===== src/rtl/mc_pkg.sv =====
// Shared types and encodings for the multicycle control FSM and its decoder.
package mc_pkg;

    typedef enum logic [3:0] {
        IDLE, FETCH, DECODE, EXEC_R, WB_R, EXEC_I, WB_I, MEM_ADDR,
        MEM_RD, MEM_WB, MEM_WR, BRANCH, JUMP, TRAP, HALT
    } mcState_t;

    localparam logic [5:0] OP_R    = 6'b000000;
    localparam logic [5:0] OP_ADDI = 6'b001000;
    localparam logic [5:0] OP_LW   = 6'b100011;
    localparam logic [5:0] OP_SW   = 6'b101011;
    localparam logic [5:0] OP_BEQ  = 6'b000100;
    localparam logic [5:0] OP_J    = 6'b000010;
    localparam logic [5:0] OP_HALT = 6'b111111;

    localparam logic [1:0] SRCB_RT      = 2'b00;
    localparam logic [1:0] SRCB_FOUR    = 2'b01;
    localparam logic [1:0] SRCB_IMM     = 2'b10;
    localparam logic [1:0] SRCB_IMM_SH2 = 2'b11;

    localparam logic [1:0] PCSRC_ALU    = 2'b00;
    localparam logic [1:0] PCSRC_ALUOUT = 2'b01;
    localparam logic [1:0] PCSRC_JUMP   = 2'b10;

    localparam logic [1:0] ALUOP_ADD   = 2'b00;
    localparam logic [1:0] ALUOP_SUB   = 2'b01;
    localparam logic [1:0] ALUOP_FUNCT = 2'b10;

    typedef struct packed {
        logic       selectIns;
        logic       regWrite;
        logic       regDst;
        logic       aluSrcA;
        logic [1:0] aluSrcB;
        logic       memWrite;
        logic       memtoReg;
        logic       beq;
        logic [1:0] pcSrc;
        logic       pcWrite;
        logic       irWrite;
        logic [1:0] aluOp;
        logic       instrDone;
        logic       illegalOp;
        logic       halted;
    } ctrlWord_t;

    // Dispatch from DECODE; undefined opcodes trap.
    function automatic mcState_t decodeOpcode(input logic [5:0] op);
        case (op)
            OP_R:         return EXEC_R;
            OP_ADDI:      return EXEC_I;
            OP_LW, OP_SW: return MEM_ADDR;
            OP_BEQ:       return BRANCH;
            OP_J:         return JUMP;
            OP_HALT:      return HALT;
            default:      return TRAP;
        endcase
    endfunction

endpackage


===== src/rtl/mc_ctrl_decode.sv =====
// Combinational state -> datapath control word. Moore except the FETCH writes,
// the MEM_WR completion pulse and the HALT entry pulse.
module mc_ctrl_decode
    import mc_pkg::*;
(
    input  mcState_t  state,
    input  logic      memReady,
    input  logic      haltEntry,
    output ctrlWord_t ctrl
);

    always_comb begin
        ctrl = '0;
        case (state)
            FETCH: begin
                ctrl.aluSrcB = SRCB_FOUR;
                ctrl.pcSrc   = PCSRC_ALU;
                ctrl.aluOp   = ALUOP_ADD;
                ctrl.irWrite = memReady;
                ctrl.pcWrite = memReady;
            end
            DECODE:   ctrl.aluSrcB = SRCB_IMM_SH2;
            EXEC_R: begin
                ctrl.aluSrcA = 1'b1;
                ctrl.aluSrcB = SRCB_RT;
                ctrl.aluOp   = ALUOP_FUNCT;
            end
            WB_R: begin
                ctrl.regDst    = 1'b1;
                ctrl.regWrite  = 1'b1;
                ctrl.instrDone = 1'b1;
            end
            EXEC_I, MEM_ADDR: begin
                ctrl.aluSrcA = 1'b1;
                ctrl.aluSrcB = SRCB_IMM;
            end
            WB_I: begin
                ctrl.regWrite  = 1'b1;
                ctrl.instrDone = 1'b1;
            end
            MEM_RD:   ctrl.selectIns = 1'b1;
            MEM_WB: begin
                ctrl.regWrite  = 1'b1;
                ctrl.memtoReg  = 1'b1;
                ctrl.instrDone = 1'b1;
            end
            MEM_WR: begin
                ctrl.selectIns = 1'b1;
                ctrl.memWrite  = 1'b1;
                ctrl.instrDone = memReady;
            end
            BRANCH: begin
                ctrl.aluSrcA   = 1'b1;
                ctrl.aluSrcB   = SRCB_RT;
                ctrl.aluOp     = ALUOP_SUB;
                ctrl.beq       = 1'b1;
                ctrl.pcSrc     = PCSRC_ALUOUT;
                ctrl.instrDone = 1'b1;
            end
            JUMP: begin
                ctrl.pcWrite   = 1'b1;
                ctrl.pcSrc     = PCSRC_JUMP;
                ctrl.instrDone = 1'b1;
            end
            TRAP:     ctrl.illegalOp = 1'b1;
            HALT: begin
                ctrl.halted    = 1'b1;
                ctrl.instrDone = haltEntry;
            end
            default:  ctrl = '0;
        endcase
    end

endmodule


===== src/rtl/multicycle_ctrl.sv =====
// Multicycle CPU control FSM: state register, next-state logic and the
// retired-instruction counter; control word comes from mc_ctrl_decode.
module multicycle_ctrl
    import mc_pkg::*;
#(
    parameter int OPW    = 6,
    parameter int ALUOPW = 2,
    parameter int CNTW   = 16,
    parameter int MEM_HS = 1
) (
    input  logic              clk,
    input  logic              rst,
    input  logic              run,
    input  logic [OPW-1:0]    opcode,
    input  logic              mem_ready,
    output logic              SelectIns,
    output logic              RegWrite,
    output logic              RegDst,
    output logic              ALUSrcA,
    output logic [1:0]        ALUSrcB,
    output logic              MemWrite,
    output logic              MemtoReg,
    output logic              BEQ,
    output logic [1:0]        PCSrc,
    output logic              PCWrite,
    output logic              IRWrite,
    output logic [ALUOPW-1:0] ALUOp,
    output logic              instr_done,
    output logic              illegal_op,
    output logic              halted,
    output logic [CNTW-1:0]   instr_count,
    output mcState_t          dbgState
);

    // mem_ready is sampled only in FETCH, MEM_RD and MEM_WR: the access
    // completes in the cycle mem_ready is high, otherwise the state repeats.
    logic      memReady;
    mcState_t  state, nextState;
    logic      wasHalt;
    ctrlWord_t ctrl;
    logic [CNTW-1:0] instrCount;

    assign memReady = (MEM_HS != 0) ? mem_ready : 1'b1;

    always_ff @(posedge clk) begin
        if (rst) begin
            state      <= IDLE;
            wasHalt    <= 1'b0;
            instrCount <= '0;
        end else begin
            state   <= nextState;
            wasHalt <= (state == HALT);
            if (ctrl.instrDone)
                instrCount <= instrCount + CNTW'(1);
        end
    end

    always_comb begin
        nextState = state;
        case (state)
            IDLE:     if (run) nextState = FETCH;
            FETCH:    if (memReady) nextState = DECODE;
            DECODE:   nextState = decodeOpcode(6'(opcode));
            EXEC_R:   nextState = WB_R;
            EXEC_I:   nextState = WB_I;
            MEM_ADDR: nextState = (6'(opcode) == OP_SW) ? MEM_WR : MEM_RD;
            MEM_RD:   if (memReady) nextState = MEM_WB;
            MEM_WR:   if (memReady) nextState = FETCH;
            WB_R, WB_I, MEM_WB, BRANCH, JUMP, TRAP: nextState = FETCH;
            HALT:     nextState = HALT;
            default:  nextState = IDLE;
        endcase
    end

    mc_ctrl_decode uDecode (
        .state     (state),
        .memReady  (memReady),
        .haltEntry (!wasHalt),
        .ctrl      (ctrl)
    );

    assign SelectIns   = ctrl.selectIns;
    assign RegWrite    = ctrl.regWrite;
    assign RegDst      = ctrl.regDst;
    assign ALUSrcA     = ctrl.aluSrcA;
    assign ALUSrcB     = ctrl.aluSrcB;
    assign MemWrite    = ctrl.memWrite;
    assign MemtoReg    = ctrl.memtoReg;
    assign BEQ         = ctrl.beq;
    assign PCSrc       = ctrl.pcSrc;
    assign PCWrite     = ctrl.pcWrite;
    assign IRWrite     = ctrl.irWrite;
    assign ALUOp       = ALUOPW'(ctrl.aluOp);
    assign instr_done  = ctrl.instrDone;
    assign illegal_op  = ctrl.illegalOp;
    assign halted      = ctrl.halted;
    assign instr_count = instrCount;
    assign dbgState    = state;

endmodule

===== config.mk =====
export PLATFORM = sky130hd
export DESIGN_NAME = multicycle_ctrl
export DESIGN_NICKNAME = d
export VERILOG_FILES = /design/src/rtl/mc_pkg.sv /design/src/rtl/mc_ctrl_decode.sv /design/src/rtl/multicycle_ctrl.sv
export SDC_FILE = /design/constraint.sdc
export NUM_CORES = 1
export LEC_CHECK = 0
export CAP_MARGIN = 20
export CORE_MARGIN = 2
export CORE_UTILIZATION = 48
export CTS_CLUSTER_DIAMETER = 50
export DETAILED_ROUTE_END_ITERATION = 12
export GPL_TIMING_DRIVEN = 0
export HOLD_SLACK_MARGIN = 0.12
export PLACE_DENSITY = 0.89
export REMOVE_ABC_BUFFERS = 1
export SYNTH_ARGS = -nofsm -noshare
export SYNTH_HDL_FRONTEND = slang
export SYNTH_SLANG_ARGS = --single-unit

===== constraint.sdc =====
create_clock -name clk -period 5.7 [get_ports clk]
set_clock_uncertainty 0.15 [all_clocks]
set_input_delay 1.425 -clock clk [delete_from_list [all_inputs] [get_ports clk]]
set_output_delay 1.425 -clock clk [all_outputs]
set_load 0.1 [all_outputs]

Word-level counts from Yosys, hierarchy flattened
Cells that the tools add are included.
{"block": "word_totals", "ff_bits": 21, "latchBits": 0, "ramBits": 0, "mem_bits_ro": 0, "inputBits": 10, "out_inout_bits": 38, "word_cells": 61, "memories": 0}
{"block": "classes", "n_addsub": 1, "mul": 0, "div": 0, "magnitude_cmp": 0, "n_eq_ne": 24, "n_shift": 0, "muxes": 22, "bitwise": 0, "n_reduce_logical": 11}
{"cell": "case mux 4 bit (10 select lines)", "n": 1}
{"cell": "equality test 4 bit (second input constant)", "n": 7}
{"cell": "case mux 4 bit (6 select lines)", "n": 1}
{"cell": "equality test 6 bit (second input constant)", "n": 3}
{"cell": "adder 16 x 1 -> 16 bit (second input constant)", "n": 1}
{"cell": "equality test 4 x 3 -> 1 bit (second input constant)", "n": 4}
{"cell": "2-to-1 mux 4 bit", "n": 4}
{"cell": "2-to-1 mux 1 bit", "n": 10}
{"cell": "equality test 4 x 2 -> 1 bit (second input constant)", "n": 2}
{"cell": "inequality test 2 bit (second input constant)", "n": 4}
{"cell": "case mux 2 bit (2 select lines)", "n": 2}
{"cell": "equality test 6 x 2 -> 1 bit (second input constant)", "n": 1}
{"cell": "equality test 6 x 3 -> 1 bit (second input constant)", "n": 1}
{"cell": "equality test 6 x 4 -> 1 bit (second input constant)", "n": 1}
{"cell": "zero test 6 bit", "n": 1}
{"cell": "case mux 2 bit (3 select lines)", "n": 1}
{"cell": "OR reduction 2 bit", "n": 3}
{"cell": "OR reduction 6 bit", "n": 1}
{"cell": "OR reduction 5 bit", "n": 1}
{"cell": "equality test 4 x 1 -> 1 bit (second input constant)", "n": 1}
{"cell": "zero test 4 bit", "n": 1}
{"cell": "AND reduction 4 bit", "n": 1}
{"cell": "OR reduction 4 bit", "n": 1}
{"cell": "case mux 1 bit (3 select lines)", "n": 1}
{"cell": "other kinds (4)", "n": 4}

Depth between registers and ports, before layout
Gate-level depths: netlist of the first run.
{"block": "depth", "word_depth": 4, "ltp_mapped": 6, "ltp_nobuf": 4}

Modules after synthesis
From an unflattened synthesis of the first run, not the netlist that was laid out.
{"block": "unflattened", "cells_unflattened": 172, "area_unflattened_um2": 1342.5}
{"mod": "multicycle_ctrl", "instances": 1, "cells_each": 135, "area_per_inst_um2": 1129.8, "seq_area_each_um2": 420.4}
{"mod": "mc_ctrl_decode", "instances": 1, "cells_each": 37, "area_per_inst_um2": 212.7, "seq_area_each_um2": 0.0}

Worst setup path after synthesis of the first run
No wires, ideal clock.
{"block": "synth_path", "path_kind": "input-to-output", "start": "input mem_ready", "end": "output PCWrite", "arrival_time_ps": 5160, "t_required_ps": 4125, "path_slack_ps": -1035, "cell_stages": 3, "n_path_buf": 0, "path_cell_list": "inv_1 -> nor4_1 -> or2_2"}
{"block": "synth_between", "elab_chain_len": 1}
{"item": "from (decl)", "line_no": "multicycle_ctrl.sv:15", "rtl": "input logic mem_ready,"}
{"item": "case mux 1 bit (2 select lines)", "line_no": "mc_ctrl_decode.sv:14", "rtl": "case (state)"}
{"item": "to (decl)", "line_no": "multicycle_ctrl.sv:25", "rtl": "output logic PCWrite,"}
Every way passes these cells.

Final worst setup path of the first run
Same ends and word-level chain as after synthesis.

==> results of run 1 <==
## how the worst min path moves through the flow
stage                                   endpoint  slack (ps)
global route         instr_count[5]$_SDFFE_PP0P_         420
global placement     instr_count[9]$_SDFFE_PP0P_         340
finish              instr_count[13]$_SDFFE_PP0P_         380
floorplan            instr_count[0]$_SDFFE_PP0P_         710
CTS                  instr_count[6]$_SDFFE_PP0P_         380
detailed placement  instr_count[13]$_SDFFE_PP0P_         350
## metrics by stage
stage          utilization  std cells
6_report             0.675        250
5_1_grt              0.675        250
4_1_cts              0.675        250
3_5_place_dp         0.665        246
3_3_place_gp         0.665        246
2_1_floorplan            -        168
## power by group through the flow
stage,combinational [mW],clock (mW),sequential (mW)
3_5_place_dp,0.172,0,0.171
2_1_floorplan,0.101,0,0.197
5_1_grt,0.179,0.0802,0.171
4_1_cts,0.172,0.0739,0.168
3_3_place_gp,0.170,0,0.171
6_report,0.171,0.0714,0.168
## sequential cells by signal, summed over array words and instances, names as in the netlist
| signal | flops |
|---|---|
| dbgState | 4 |
| instr_count | 16 |
| wasHalt | 1 |
## synth_stat cells (5+ instances only)
cell type  instances  area (µm²)
nor2_1            18        67.6
or4_1              5        37.5
or3_1              7        43.8
inv_1              6        22.5
nand3_1            5        25.0
nand2b_1           5        31.3
dfxtp_1           21         420
nor3_1            11        55.1
a21oi_1           15        75.1
o21ai_0            8        40.0
o31ai_1            7        52.6
nand2_1           16        60.1
## critical path, delay by kind of cell
| family | cells | cell delay, ps |
|---|---|---|
| buf+inv | 3 | 1840 |
| simple gates | 2 | 490 |
## logic make-up after synthesis
kind of cell             Yosys count  synth area share
AND/OR/NAND/NOR                   87             0.335
AO/OA/AOI/OAI                     45             0.222
flip-flops                        21             0.310
buffers and inverters             19            0.0636
multiplexers                       5            0.0406
XOR/XNOR                           3            0.0194
adder cells (fa/ha/maj)            1           0.00922
## cell type report
cell class | count | area share
flip-flops and latches | 21 | 0.230
multi-input cells | 141 | 0.464
clock buffers | 3 | 0.0123
repair buffers | 47 | 0.257
clock inverters | 1 | 0.00274
inverters | 6 | 0.0123
well taps | 31 | 0.0212
## per-layer routing
layer	wire, µm	track usage	vias to the layer above
li1	-	-	734
met2	1700	0.346	37
met5	0	0	-
met1	1460	0.283	679
met4	23	0.0731	0
met3	107	0.0363	2
==> results.ini, run 1 <==
[cells_and_area]
fillerInstances = 250
layout.nets = 231
layout_commonest_cell = clkdlybuf4s50_1
n_antenna_cell = 0
final_cell_mix = 47 x clkdlybuf4s50_1, 21 x dfxtp_1, 18 x nor2_1
finalInstanceArea_um2 = 1830
drive_gt1_frac = 0.0594
regArea_um2 = 420
multiInputGateArea_um2 = 850
synthToLayoutAreaGrowth_pct = 34.9

[yosys]
syn-instance-count = 181
yosys_most_used_dff = dfxtp_1
synth-edff-count = 0
ys_warn_count = 0
synth.distinct_cells = 41
syn_area_um2 = 1360
seq_area_frac_synth = 0.310
syn_avg_cell_area_um2 = 7.49
ys_ff_latch = 21
async_flop_share = 0

[pwr]
pwr-share-seq = 0.409
p_comb_frac = 0.417
p_leak_nw = 0.613
clkPwrFrac = 0.174
internal-power_uw = 222
power_uw = 411
power_switching_share = 0.459
p_sw_uw = 189
vdd_drop_max_mv = 0.187
pwr_density_cell_nw_per_um2 = 225

[timing]
setup_viol = 0
finalSetupTns_ps = 0
hold_viol = 0
drv_slew = 0
fmax_ghz = 0.188
hold_ws_ps = 378
relSlewSlack = 0.337
fin_crit_sh = 0.934
rsz0062_at_grt = false
setup_ws_ps = 376
worstMarginPinSlew_ps = 991
period_needed_ps = 5320

[floorplan]
core_um2 = 2710
fp.dieH_um = 57.2
ioPinCount = 48
start_util = 0.500
fp.dieW_um = 57.2
die_area_um2 = 3270
num_rows = 19

[critical_path]
crit_top_cell = clkdlybuf4s50_1
crit_chain = clkdlybuf4s50_1, inv_1, nor4_1, or2_2, clkdlybuf4s50_1
rrSetupSlack_ps = 3380
crit_end = PCWrite
max_stage_delay_ps = 1120
end_kind = output pin
critPathSlowestCell = clkdlybuf4s50_1
timing.rr.end = instr_count[14]$_SDFFE_PP0P_
crit_type = input pin to output pin
arrival_ps = 3750
crit_start = mem_ready
r2r_start = dbgState[0]$_SDFFE_PP0P_
start_kind = input pin
rr_worst_depth = 4
critical_path_required_ps = 4120
path_max_fanout = 6

[routing]
drc = 0
avgRoutedWirePerCell_um = 13.2
vias = 1452
routed_wl_um = 3300
first_pass_iters = 4
viasPerCell = 5.81
drtAntennaViolNets = 0
drt_iter0_markers = 63

[grt]
globalRoute.totalOverflow = 0
track_usage = 0.212
antenna_found_initial = 0
grt_start_max_net_pins = 27
grt_pass1_vias = 1271
grt_pass1_wl_um = 5630

[placement]
post-place-ws_ps = 386
port_buffers = 47
gp_congestion = 0.837
place_area_um2 = 1800
dp_hpwl_um = 2440

[outcome]
status = finished clean

[job]
maxCapViolCount = 0

[cts]
cts_buffers = 3
cts_htree_levels = 1
postCtsSetupBuffers = 0
cts_max_path_buffers = 2
clk_latency_ps = 310
postCtsHoldBufs = 0
clock_sinks = 21
root_buffer = clkbuf_4
cts.clk_slew.worst_paths_ps = 120
postCtsResizedCells = 0
cts_tree = yes

[hold_path]
hold_start = instr_count[13]$_SDFFE_PP0P_
holdPathStages = 2
hold_path_class = register to register

Power figures use the tool's default switching activity.
==> inputs of run 2 (changes only) <==
Settings changed: GPL_ROUTABILITY_DRIVEN from default to 0.
==> results of run 2 <==
Final layout, timing and power as in run 1 (identical DEF).
